===== config.mk =====
export PLATFORM = sky130hd
export DESIGN_NAME = iw_trace_ascii
export DESIGN_NICKNAME = d
export VERILOG_FILES = /design/src/rtl/iw_trace_pkg.sv /design/src/rtl/iw_ascii_decode.sv /design/src/rtl/iw_trace_ascii.sv
export SDC_FILE = /design/constraint.sdc
export NUM_CORES = 1
export LEC_CHECK = 0
export CORE_MARGIN = 3
export CORE_UTILIZATION = 50
export DETAILED_ROUTE_END_ITERATION = 6
export DONT_BUFFER_PORTS = 1
export GPL_TIMING_DRIVEN = 0
export HOLD_SLACK_MARGIN = 0.1
export PLACE_DENSITY = 0.72
export SKIP_CTS_REPAIR_TIMING = 1
export SLEW_MARGIN = 10
export SYNTH_ARGS = -nofsm -noshare
export SYNTH_HDL_FRONTEND = slang
export SYNTH_SLANG_ARGS = --single-unit

===== constraint.sdc =====
create_clock -name Clock -period 3.78 [get_ports Clock]
set_input_delay 0 -clock Clock [delete_from_list [all_inputs] [get_ports Clock]]
set_output_delay 0 -clock Clock [all_outputs]
set_load 0.01 [all_outputs]

===== src/rtl/iw_trace_pkg.sv =====
// rtl/iw_trace_pkg.sv - opcodes, ASCII constants and FSM states for the IW trace
package iw_trace_pkg;

  localparam logic [3:0] OP_ADD  = 4'h0;
  localparam logic [3:0] OP_SUB  = 4'h1;
  localparam logic [3:0] OP_INC  = 4'h2;
  localparam logic [3:0] OP_DEC  = 4'h3;
  localparam logic [3:0] OP_XOR  = 4'h4;
  localparam logic [3:0] OP_AND  = 4'h5;
  localparam logic [3:0] OP_OR   = 4'h6;
  localparam logic [3:0] OP_CPY  = 4'h7;
  localparam logic [3:0] OP_SHRA = 4'h8;
  localparam logic [3:0] OP_SHXL = 4'h9;
  localparam logic [3:0] OP_RXC  = 4'hA;
  localparam logic [3:0] OP_LD   = 4'hB;
  localparam logic [3:0] OP_ST   = 4'hC;
  localparam logic [3:0] OP_JUMP = 4'hD;
  localparam logic [3:0] OP_IN   = 4'hE;
  localparam logic [3:0] OP_OUT  = 4'hF;

  localparam logic [7:0] CH_SP   = 8'h20;
  localparam logic [7:0] CH_CR   = 8'h0D;
  localparam logic [7:0] CH_LF   = 8'h0A;
  localparam logic [7:0] CH_0    = 8'h30;
  localparam logic [7:0] CH_R    = 8'h52;
  localparam logic [7:0] CH_S    = 8'h53;
  localparam logic [7:0] CH_T    = 8'h54;
  localparam logic [7:0] CH_HASH = 8'h23;

  // every decoded instruction text is exactly this many characters before padding
  localparam int BASE_LEN = 12;

  typedef enum logic [2:0] {
    ST_BANNER,
    ST_IDLE,
    ST_LOAD,
    ST_SEND,
    ST_CR,
    ST_LF
  } state_t;

  function automatic logic [7:0] hex_char(input logic [3:0] n);
    return (n < 4'd10) ? CH_0 + {4'h0, n} : 8'h37 + {4'h0, n};
  endfunction

endpackage


===== src/rtl/iw_ascii_decode.sv =====
// rtl/iw_ascii_decode.sv - combinational IW to ASCII line decoder (char 0 in the low byte)
module iw_ascii_decode
  import iw_trace_pkg::*;
#(
  parameter int LINE_LEN = 12
) (
  input  logic [7:0]            iw,
  output logic [LINE_LEN*8-1:0] line
);

  logic [BASE_LEN*8-1:0] base;
  logic [39:0]           mnem;
  logic                  imm;
  logic [7:0]            rx;
  logic [7:0]            ry;
  logic [7:0]            cond;

  always_comb begin
    mnem = "     ";
    imm  = 1'b0;
    rx   = CH_0 + {6'b0, iw[3:2]};
    ry   = CH_0 + {6'b0, iw[1:0]};
    case (iw[7:4])
      OP_ADD:  mnem = "ADD  ";
      OP_SUB:  mnem = "SUB  ";
      OP_INC:  begin mnem = "INC  "; imm = 1'b1; end
      OP_DEC:  begin mnem = "DEC  "; imm = 1'b1; end
      OP_XOR:  mnem = "XOR  ";
      OP_AND:  mnem = "AND  ";
      OP_OR:   mnem = "OR   ";
      OP_CPY:  mnem = "CPY  ";
      OP_SHRA: begin mnem = "SHRA "; imm = 1'b1; end
      OP_SHXL: begin mnem = "SHxL "; imm = 1'b1; end
      OP_RXC:  begin mnem = "RxC  "; imm = 1'b1; end
      OP_LD:   mnem = "LD   ";
      OP_ST:   mnem = "ST   ";
      OP_JUMP: mnem = "JUMP ";
      OP_IN:   mnem = "IN   ";
      OP_OUT:  mnem = "OUT  ";
      default: mnem = "     ";
    endcase
    case (iw[3:0])
      4'b0000: cond = "U";
      4'b1000: cond = "C";
      4'b0100: cond = "N";
      4'b0010: cond = "V";
      4'b0001: cond = "Z";
      default: cond = "?";
    endcase
    // base holds the text in reading order, first character in the top byte
    case (iw[7:4])
      OP_LD, OP_ST: base = {mnem, CH_R, rx, ", MA;"};
      OP_JUMP:      base = {"JUMP if ", cond, "=1;"};
      OP_IN:        base = {"IN R", rx, ", PBSW;"};
      OP_OUT:       base = {"OUT R", rx, ", LED;"};
      default:      base = {mnem, CH_R, rx, ", ", (imm ? CH_HASH : CH_R), ry, ";"};
    endcase
  end

  for (genvar i = 0; i < LINE_LEN; i++) begin : g_char
    if (i < BASE_LEN) begin : g_text
      assign line[i*8 +: 8] = base[(BASE_LEN-1-i)*8 +: 8];
    end else begin : g_pad
      assign line[i*8 +: 8] = CH_SP;
    end
  end

endmodule


===== src/rtl/iw_trace_ascii.sv =====
// rtl/iw_trace_ascii.sv - IW trace FIFO and ASCII line streamer
// IW_TRACE_PC_EN adds a "hh: " PC prefix to every line.
module iw_trace_ascii
  import iw_trace_pkg::*;
#(
  parameter int DEPTH    = 16,
  parameter int LINE_LEN = 12,
  parameter int CNT_W    = 8
) (
  input  logic             Clock,
  input  logic             Reset,
  input  logic             iw_valid,
  input  logic [7:0]       iw,
  input  logic [7:0]       pc,
  input  logic             out_ready,
  output logic             out_valid,
  output logic [7:0]       out_char,
  output logic             full,
  output logic [CNT_W-1:0] drop_cnt
);

  localparam int AW = $clog2(DEPTH);
`ifdef IW_TRACE_PC_EN
  localparam int EW  = 16;
  localparam int TOT = LINE_LEN + 4;
`else
  localparam int EW  = 8;
  localparam int TOT = LINE_LEN;
`endif
  localparam int IDX_W = $clog2(TOT);

  logic [EW-1:0]       mem [DEPTH];
  logic [AW:0]         wr_ptr;
  logic [AW:0]         rd_ptr;
  logic                empty;
  logic                push;
  logic [EW-1:0]       head;
  logic [EW-1:0]       wr_data;
  logic [LINE_LEN*8-1:0] dec_line;
  logic [TOT*8-1:0]    load_line;
  logic [TOT*8-1:0]    line_reg;
  logic [IDX_W-1:0]    idx;
  logic [IDX_W-1:0]    idx_nxt;
  state_t              state;

  assign empty   = (wr_ptr == rd_ptr);
  assign full    = (wr_ptr[AW] != rd_ptr[AW]) && (wr_ptr[AW-1:0] == rd_ptr[AW-1:0]);
  assign push    = iw_valid && !full;
  assign head    = mem[rd_ptr[AW-1:0]];
  assign idx_nxt = idx + 1'b1;

`ifdef IW_TRACE_PC_EN
  assign wr_data   = {pc, iw};
  assign load_line = {dec_line, CH_SP, 8'h3A, hex_char(head[11:8]), hex_char(head[15:12])};
`else
  logic unused_pc;
  assign unused_pc = ^pc;
  assign wr_data   = iw;
  assign load_line = dec_line;
`endif

  iw_ascii_decode #(.LINE_LEN(LINE_LEN)) u_decode (
    .iw   (head[7:0]),
    .line (dec_line)
  );

  always_ff @(posedge Clock) begin
    if (push) mem[wr_ptr[AW-1:0]] <= wr_data;
  end

  // full is judged before this edge's pop, so a push against a full FIFO is always lost
  always_ff @(posedge Clock) begin
    if (Reset) begin
      wr_ptr   <= '0;
      rd_ptr   <= '0;
      drop_cnt <= '0;
    end else begin
      if (push) wr_ptr <= wr_ptr + 1'b1;
      if (state == ST_LOAD) rd_ptr <= rd_ptr + 1'b1;
      if (iw_valid && full && (drop_cnt != '1)) drop_cnt <= drop_cnt + 1'b1;
    end
  end

  always_ff @(posedge Clock) begin
    if (Reset) begin
      state     <= ST_BANNER;
      out_valid <= 1'b0;
      out_char  <= 8'h00;
      idx       <= '0;
      line_reg  <= '0;
    end else begin
      case (state)
        ST_BANNER: begin
          if (!out_valid) begin
            out_valid <= 1'b1;
            out_char  <= CH_R;
            idx       <= '0;
          end else if (out_ready) begin
            if (idx == IDX_W'(2)) begin
              out_char <= CH_CR;
              state    <= ST_CR;
            end else begin
              idx      <= idx_nxt;
              out_char <= (idx_nxt == IDX_W'(1)) ? CH_S : CH_T;
            end
          end
        end
        ST_IDLE: begin
          out_valid <= 1'b0;
          if (!empty) state <= ST_LOAD;
        end
        // the first character is presented straight from the decoder
        ST_LOAD: begin
          line_reg  <= load_line;
          out_char  <= load_line[7:0];
          out_valid <= 1'b1;
          idx       <= '0;
          state     <= ST_SEND;
        end
        ST_SEND: begin
          if (out_ready) begin
            if (idx == IDX_W'(TOT-1)) begin
              out_char <= CH_CR;
              state    <= ST_CR;
            end else begin
              idx      <= idx_nxt;
              out_char <= line_reg[{idx_nxt, 3'b000} +: 8];
            end
          end
        end
        ST_CR: begin
          if (out_ready) begin
            out_char <= CH_LF;
            state    <= ST_LF;
          end
        end
        ST_LF: begin
          if (out_ready) begin
            out_valid <= 1'b0;
            state     <= empty ? ST_IDLE : ST_LOAD;
          end
        end
        default: begin
          out_valid <= 1'b0;
          state     <= ST_IDLE;
        end
      endcase
    end
  end

endmodule


# --- Word level (Yosys, flattened, before mapping) ---
# Memory sizes are Yosys's and may differ from the RTL's. A register that Yosys moved wholly into a read port is not among the register bits.
# Cells that the tools add are included.
op_classes:
  bitwise: 1
  n_reduce_logical: 18
  add_sub_neg: 6
  mux: 35
  shifts: 1
  n_eq_ne: 42
ops:
  columns: ["cell", "n"]
  rows:
  - ["40-bit case mux with 13 select lines", 1]
  - ["96-bit case mux with 4 select lines", 1]
  - ["96-bit by 8-bit indexed part select with 8-bit output", 1]
  - ["4-bit equality test (second input constant)", 10]
  - ["8-bit 2-to-1 mux", 5]
  - ["7-bit case mux with 5 select lines", 1]
  - ["8-bit case mux with 4 select lines", 1]
  - ["4-bit 2-to-1 mux", 7]
  - ["3-bit 2-to-1 mux", 9]
  - ["4-bit by 3-bit equality test with 1-bit output (second input constant)", 5]
  - ["2-bit inequality test (second input constant)", 9]
  - ["3-bit case mux with 6 select lines", 1]
  - ["4-bit by 2-bit equality test with 1-bit output (second input constant)", 4]
  - ["6-bit by 2-bit adder with 7-bit output (first input constant)", 2]
  - ["7-bit 2-to-1 mux", 2]
  - ["4-bit by 1-bit equality test with 1-bit output (second input constant)", 3]
  - ["4-bit case mux with 3 select lines", 1]
  - ["5-bit by 1-bit adder with 5-bit output (second input constant)", 2]
  - ["8-bit by 1-bit adder with 8-bit output (second input constant)", 1]
  - ["4-bit zero test", 2]
  - ["8-bit inequality test (second input constant)", 1]
  - ["8-bit AND reduction", 1]
  - ["3-bit by 2-bit equality test with 1-bit output (second input constant)", 2]
  - ["3-bit equality test (second input constant)", 2]
  - ["20 further kinds", 29]
totals:
  wordCells: 112
  reg_bits: 130
  mem_count: 1
  mem_bits_rw: 128
mem_list:
  columns: ["memory", "depth", "word_bits", "read_ports", "rd_clocked_by_memory_dff", "wr", "line", "text"]
  rows:
  - ["mem", 16, 8, 1, 1, 1, "iw_trace_ascii.sv:32", "logic [EW-1:0] mem [DEPTH];"]

# --- Logic depth before layout (Yosys ltp) ---
logic_depth:
  depth_word: 7
  mapped_depth: 12
  depth_no_buf: 9

# --- Modules after synthesis ---
# From an unflattened synthesis, not the netlist that was laid out.
hier_totals:
  hier_cells: 1095
  hier_area_um2: 12269.3
by_module_without_submodules:
  columns: ["module", "seq_area_each_um2", "cells_per_inst", "n_inst", "area_per_inst_um2"]
  rows:
  - ["iw_trace_ascii", 6526.3, 914, 1, 11160.7]
  - ["iw_ascii_decode", 0.0, 181, 1, 1108.6]

# --- Worst setup path before layout ---
# Ideal clock, no wire load.
synth_path:
  path_type: "reg2reg"
  from: "register idx[0]"
  to: "register out_char[5]"
  n_path_buf: 4
  t_arrival_ps: 3075
  stages_incl_launch_ff: 12
  path_slack_ps: 572
  synth_period_minus_slack_ps: 3208
  cell_sequence: "dfxtp_1 clkbuf_1 inv_1 ha_1 buf_1 buf_1 clkbuf_1 mux4_2 nand2_1 o22ai_1 nand3_1 a21oi_1"
synth_between:
  elab_chain_len: 5
  elab_cells_between_ends: 6
  classes_between: "add/sub: 1; eq/ne: 1; shift: 1; mux: 3"
synth_lines:
  columns: ["element", "line", "text"]
  rows:
  - ["start, declared", "iw_trace_ascii.sv:42", "logic [IDX_W-1:0] idx;"]
  - ["start signal, assigned", "iw_trace_ascii.sv:103", "idx <= idx_nxt;"]
  - ["start signal, assigned", "iw_trace_ascii.sv:126", "idx <= idx_nxt;"]
  - ["4-bit by 1-bit adder with 4-bit output", "iw_trace_ascii.sv:50", "assign idx_nxt = idx + 1'b1;"]
  - ["96-bit by 8-bit indexed part select with 8-bit output", "iw_trace_ascii.sv:127", "out_char <= line_reg[{idx_nxt, 3'b000} +: 8];"]
  - ["8-bit 2-to-1 mux *", "iw_trace_ascii.sv:122", "if (idx == IDX_W'(TOT-1)) begin"]
  - ["8-bit 2-to-1 mux *", "iw_trace_ascii.sv:121", "if (out_ready) begin"]
  - ["8-bit case mux with 4 select lines *", "iw_trace_ascii.sv:92", "case (state)"]
  - ["end signal, assigned", "iw_trace_ascii.sv:104", "out_char <= (idx_nxt == IDX_W'(1)) ? CH_S : CH_T;"]
  - ["end signal, assigned", "iw_trace_ascii.sv:115", "out_char <= load_line[7:0];"]
  - ["end signal, assigned", "iw_trace_ascii.sv:127", null]
  - ["end, declared", "iw_trace_ascii.sv:17", "output logic [7:0] out_char,"]
# Every way passes the cells marked *; elsewhere a longest branch is shown, timed or not. The select of a mux whose other input is x is not followed.
# A chain may end at the register's enable or synchronous reset.

# --- Worst setup path in the final report ---
layout_path:
  from: "register idx[0]"
  to: "register out_char[3]"
layout_between:
  elab_chain_len: 5
  elab_cells_between_ends: 10
  classes_between: "add/sub: 1; eq/ne: 2; shift: 1; mux: 6"
layout_lines:
  columns: ["element", "line"]
  rows:
  - ["4-bit by 1-bit adder with 4-bit output or 4-bit by 2-bit equality test with 1-bit output (tied branches)", "iw_trace_ascii.sv:50, iw_trace_ascii.sv:99"]
  - ["96-bit by 8-bit indexed part select with 8-bit output or 7-bit 2-to-1 mux (tied branches)", "iw_trace_ascii.sv:127, iw_trace_ascii.sv:99"]
  - ["8-bit 2-to-1 mux (on tied branches)", "iw_trace_ascii.sv:122, iw_trace_ascii.sv:98"]
  - ["8-bit 2-to-1 mux (on tied branches)", "iw_trace_ascii.sv:121, iw_trace_ascii.sv:94"]
  - ["8-bit case mux with 4 select lines *", "iw_trace_ascii.sv:92"]
# Marked as above.

==> impl_results.md <==
- Final WL: 25,710 µm
- Worst r2r src: idx[0]
- Die Area: 21,760 µm²
- RSZ-0062 raised after global routing: false
- Predominant post-synthesis flop cell: edfxtp_1
- Layout cell share with drive strength beyond 1: 13.69%
- Via-per-instance ratio: 6.172
- Period Utilization, post-route: 91.55%
- Mean Syn Cell Area: 12.08 µm²
- First-pass GRT wire length: 39,040 µm
- Final hold viol count: 0
- Int Power: 3965 µW
- Number of remaining DRC errors: 0
- Unique masters post-synth: 72
- Hold depth: 3
- Net Sw Power: 1185 µW
- Max FFs per register: 128
- Antenna Cells: 0
- Critical Path RT: 4.23 ns
- Worst-margin pin slew: 1.055 ns
- Syn nets: 858
- Sequential share of power: 51.1%
- Sw Share: 23.01%
- Cell family with most CP delay: buffers and inverters
- CTS tree: done
- DP HPWL: 17,220 µm
- Placed cells: 1,098
- Starting DRC count in detailed routing: 933
- Routed length per instance: 22.37 µm
- Crit Path Class: flop to flop
- Largest net degree at the start of global routing: 17
- Core region area: 19,590 µm²
- Site Rows: 51
- Sequential element share of the synthesized area: 57.79%
- Max Clock Freq: 0.2890 GHz
- Post-synth ARST share: 0%
- Leakage: 0.003746 µW
- Setup crit start kind: flop
- Final-report setup violation count: 0
- Vias in the first global route: 6,732
- Dominant cell type by area after synthesis: edfxtp_1
- Total number of vias: 7,092
- Mapped cell area: 10,010 µm²
- CTS root buf: clkbuf_16
- Worst slack at placement: -0.4016 ns
- Grt total ovfl: 0
- Max-cap check violation count: 0
- Clk pwr share: 42.7%
- Final Max Tran Viols: 0
- H-tree levels: 1
- Clock Tree Buf Depth: 3
- Inserted Clock Buffers: 24
- Cell Pwr Density: 457.7 nW/µm²
- R2R Setup Slk: 0.32 ns
- Worst slew margin: 29.41%
- Top-Level Pins: 38
- Clock Latency Late Sink: 0.53 ns
- Status: complete, no violations
- Antenna violations before repair: 0
- CTS clk-pin slew, worst paths: 0.06 ns
- Maximum VDD drop: 0.0004306 V
- Critical path peak fanout: 11
- CP max stage cell: ha_1
- Initial core utilization: 51.11%
- #FFs+latches synth: 225
- R2r worst-path depth: 11
- Die height: 147.5 µm
- Total Routing Usage GR: 23.23%
- Hold crit path type: input pin to flop
- Hold Crit Start: Reset
- Area contributors post-synth: edfxtp_1, dfxtp_1, mux4_2
- CP bufs+invs: 4
- Fin crit period: 3.461 ns
- Number of synthesized flops with an enable pin: 128
- Post-layout net count: 898
- Synth top area share: 38.39%
- Clock skew: 0.01790 ns
- Hold EP: line_reg[22]
- Critical Path End Type: flop
- Critical Path Max Stage Delay: 0.75 ns
- Yosys warns: 0
- Routed Antenna Nets: 0
- Worst Slack Setup Final: 0.3192 ns
- Fin cells: 1,149
- TritonRoute pass-1 iters: 5
- Crit path DAT: 3.91 ns
- Clk sinks: 225
- GPL Wtd Cong: 0.9591
- Setup tns final: 0 ns
- CP cell instances: clkbuf_2 -> inv_1 -> ha_1 -> clkbuf_2 -> clkbuf_1 -> nand3_1 -> o21ai_0 -> a31oi_1 -> a21oi_1 -> o22ai_1 -> a21oi_1
- Mapped Cells: 829
- Logic pwr share: 6.2%
- FF-to-FF End: out_char[3]
- Synth-to-layout area growth: 12.37%
- DIE WIDTH: 147.5 µm
- PortBufs: 0
==> tightest hold or removal path, delay by kind of cell <==
| kind | cells | cell delay [ns] |
|---|---|---|
| AND/OR/NAND/NOR | 1 | 0.23 |
| buffers and inverters | 1 | 0.19 |
| AO/OA/AOI/OAI | 1 | 0.15 |
==> metrics by stage <==
step | total power, µW | util [%] | instance area (µm²) | hold slack (ns)
6_report | 5150 | 57.43 | 11250 | 0.07692
5_1_grt | 5302 | 57.43 | 11250 | 0.1018
4_1_cts | 5145 | 56.88 | 11140 | -0.4620
3_5_place_dp | 2970 | 53.08 | 10400 | 0.09955
3_3_place_gp | 2962 | 52.80 | 10340 | 0.09950
2_1_floorplan | 2883 | - | 10010 | 0.09887
==> layout by cell type (no fill, tap or decap), types with 5 or more instances in the layout <==
cell and count:
clkbuf_16 24, o22ai_1 5, a211oi_1 8, o211a_1 5, buf_6 5, mux4_2 43, and2_1 6, dfxtp_1 97
nor2b_1 10, a22oi_1 11, mux2_2 6, a22o_1 5, nand3_1 20, dlygate4sd3_1 11, nand2_1 81, ha_1 9
buf_2 5, nor2_1 89, xor2_1 19, inv_1 7, nor3_1 10, nand4_1 9, xnor2_1 9, o211ai_1 7
o21ai_0 29, mux2i_1 12, or3_1 6, clkbuf_1 43, edfxtp_1 128, a21oi_1 59, o21ai_1 5, nand2b_1 5
==> cells by family after synthesis <==
group	synth area share, %
simple gates	11.71
other cells	0.03745
buf+inv	2.799
compound gates	12.06
fa+ha+maj	1.125
flops	57.79
mux	12.03
xor+xnor	2.449
==> final cells by class <==
type                       count  area, µm²
clock buffer                  31      666.9
fill                        1607       8339
multi-input combinational    540       3966
timing repair buffer          15      143.9
buffer                        55      249.0
tap                          265      331.6
clock inverter                10      77.57
sequential                   225       5786
inverter                       8      30.03
==> Yosys cell counts (7+ instances only) <==
master and n:
a21oi_1 59, ha_1 9, xnor2_1 9, clkbuf_1 41
mux2i_1 12, nand2_1 81, xor2_1 19, inv_1 7
a22oi_1 11, nor3_1 14, mux4_2 43, o21ai_0 29
dfxtp_1 97, edfxtp_1 128, a211oi_1 8, nor2b_1 10
nand3_1 20, nor2_1 89, nand4_1 9, o211ai_1 7
==> worst max path at each step <==
stage	start	endpoint	slack (ns)	depth (start not counted)
3_3_place_gp	idx[0]	out_char[3]	-0.40	12
2_1_floorplan	idx[0]	out_char[5]	0.57	11
3_5_place_dp	idx[0]	out_char[3]	-0.40	12
5_1_grt	idx[0]	out_char[3]	0.07	11
6_report	idx[0]	out_char[3]	0.32	11
4_1_cts	idx[0]	out_char[3]	-0.44	12
==> power by group through the flow <==
stage / Sequential [µW] / Combinational [µW] / Clock [µW]
floorplan: 2680 / 204 / 0
global route: 2630 / 344 / 2320
finish: 2630 / 320 / 2200
global placement: 2680 / 278 / 0
CTS: 2630 / 287 / 2230
detailed placement: 2680 / 285 / 0
==> metal layers <==
metal  vias up  track usage, %  share of wire [%]
li1       3190               -                  -
met1      3517           32.31                 41
met2       322           37.14                 48
met3        63           4.077                7.2
met4         0           8.434                3.7
met5         -               0                  0
Note: power is estimated with default switching activity, not from simulation.
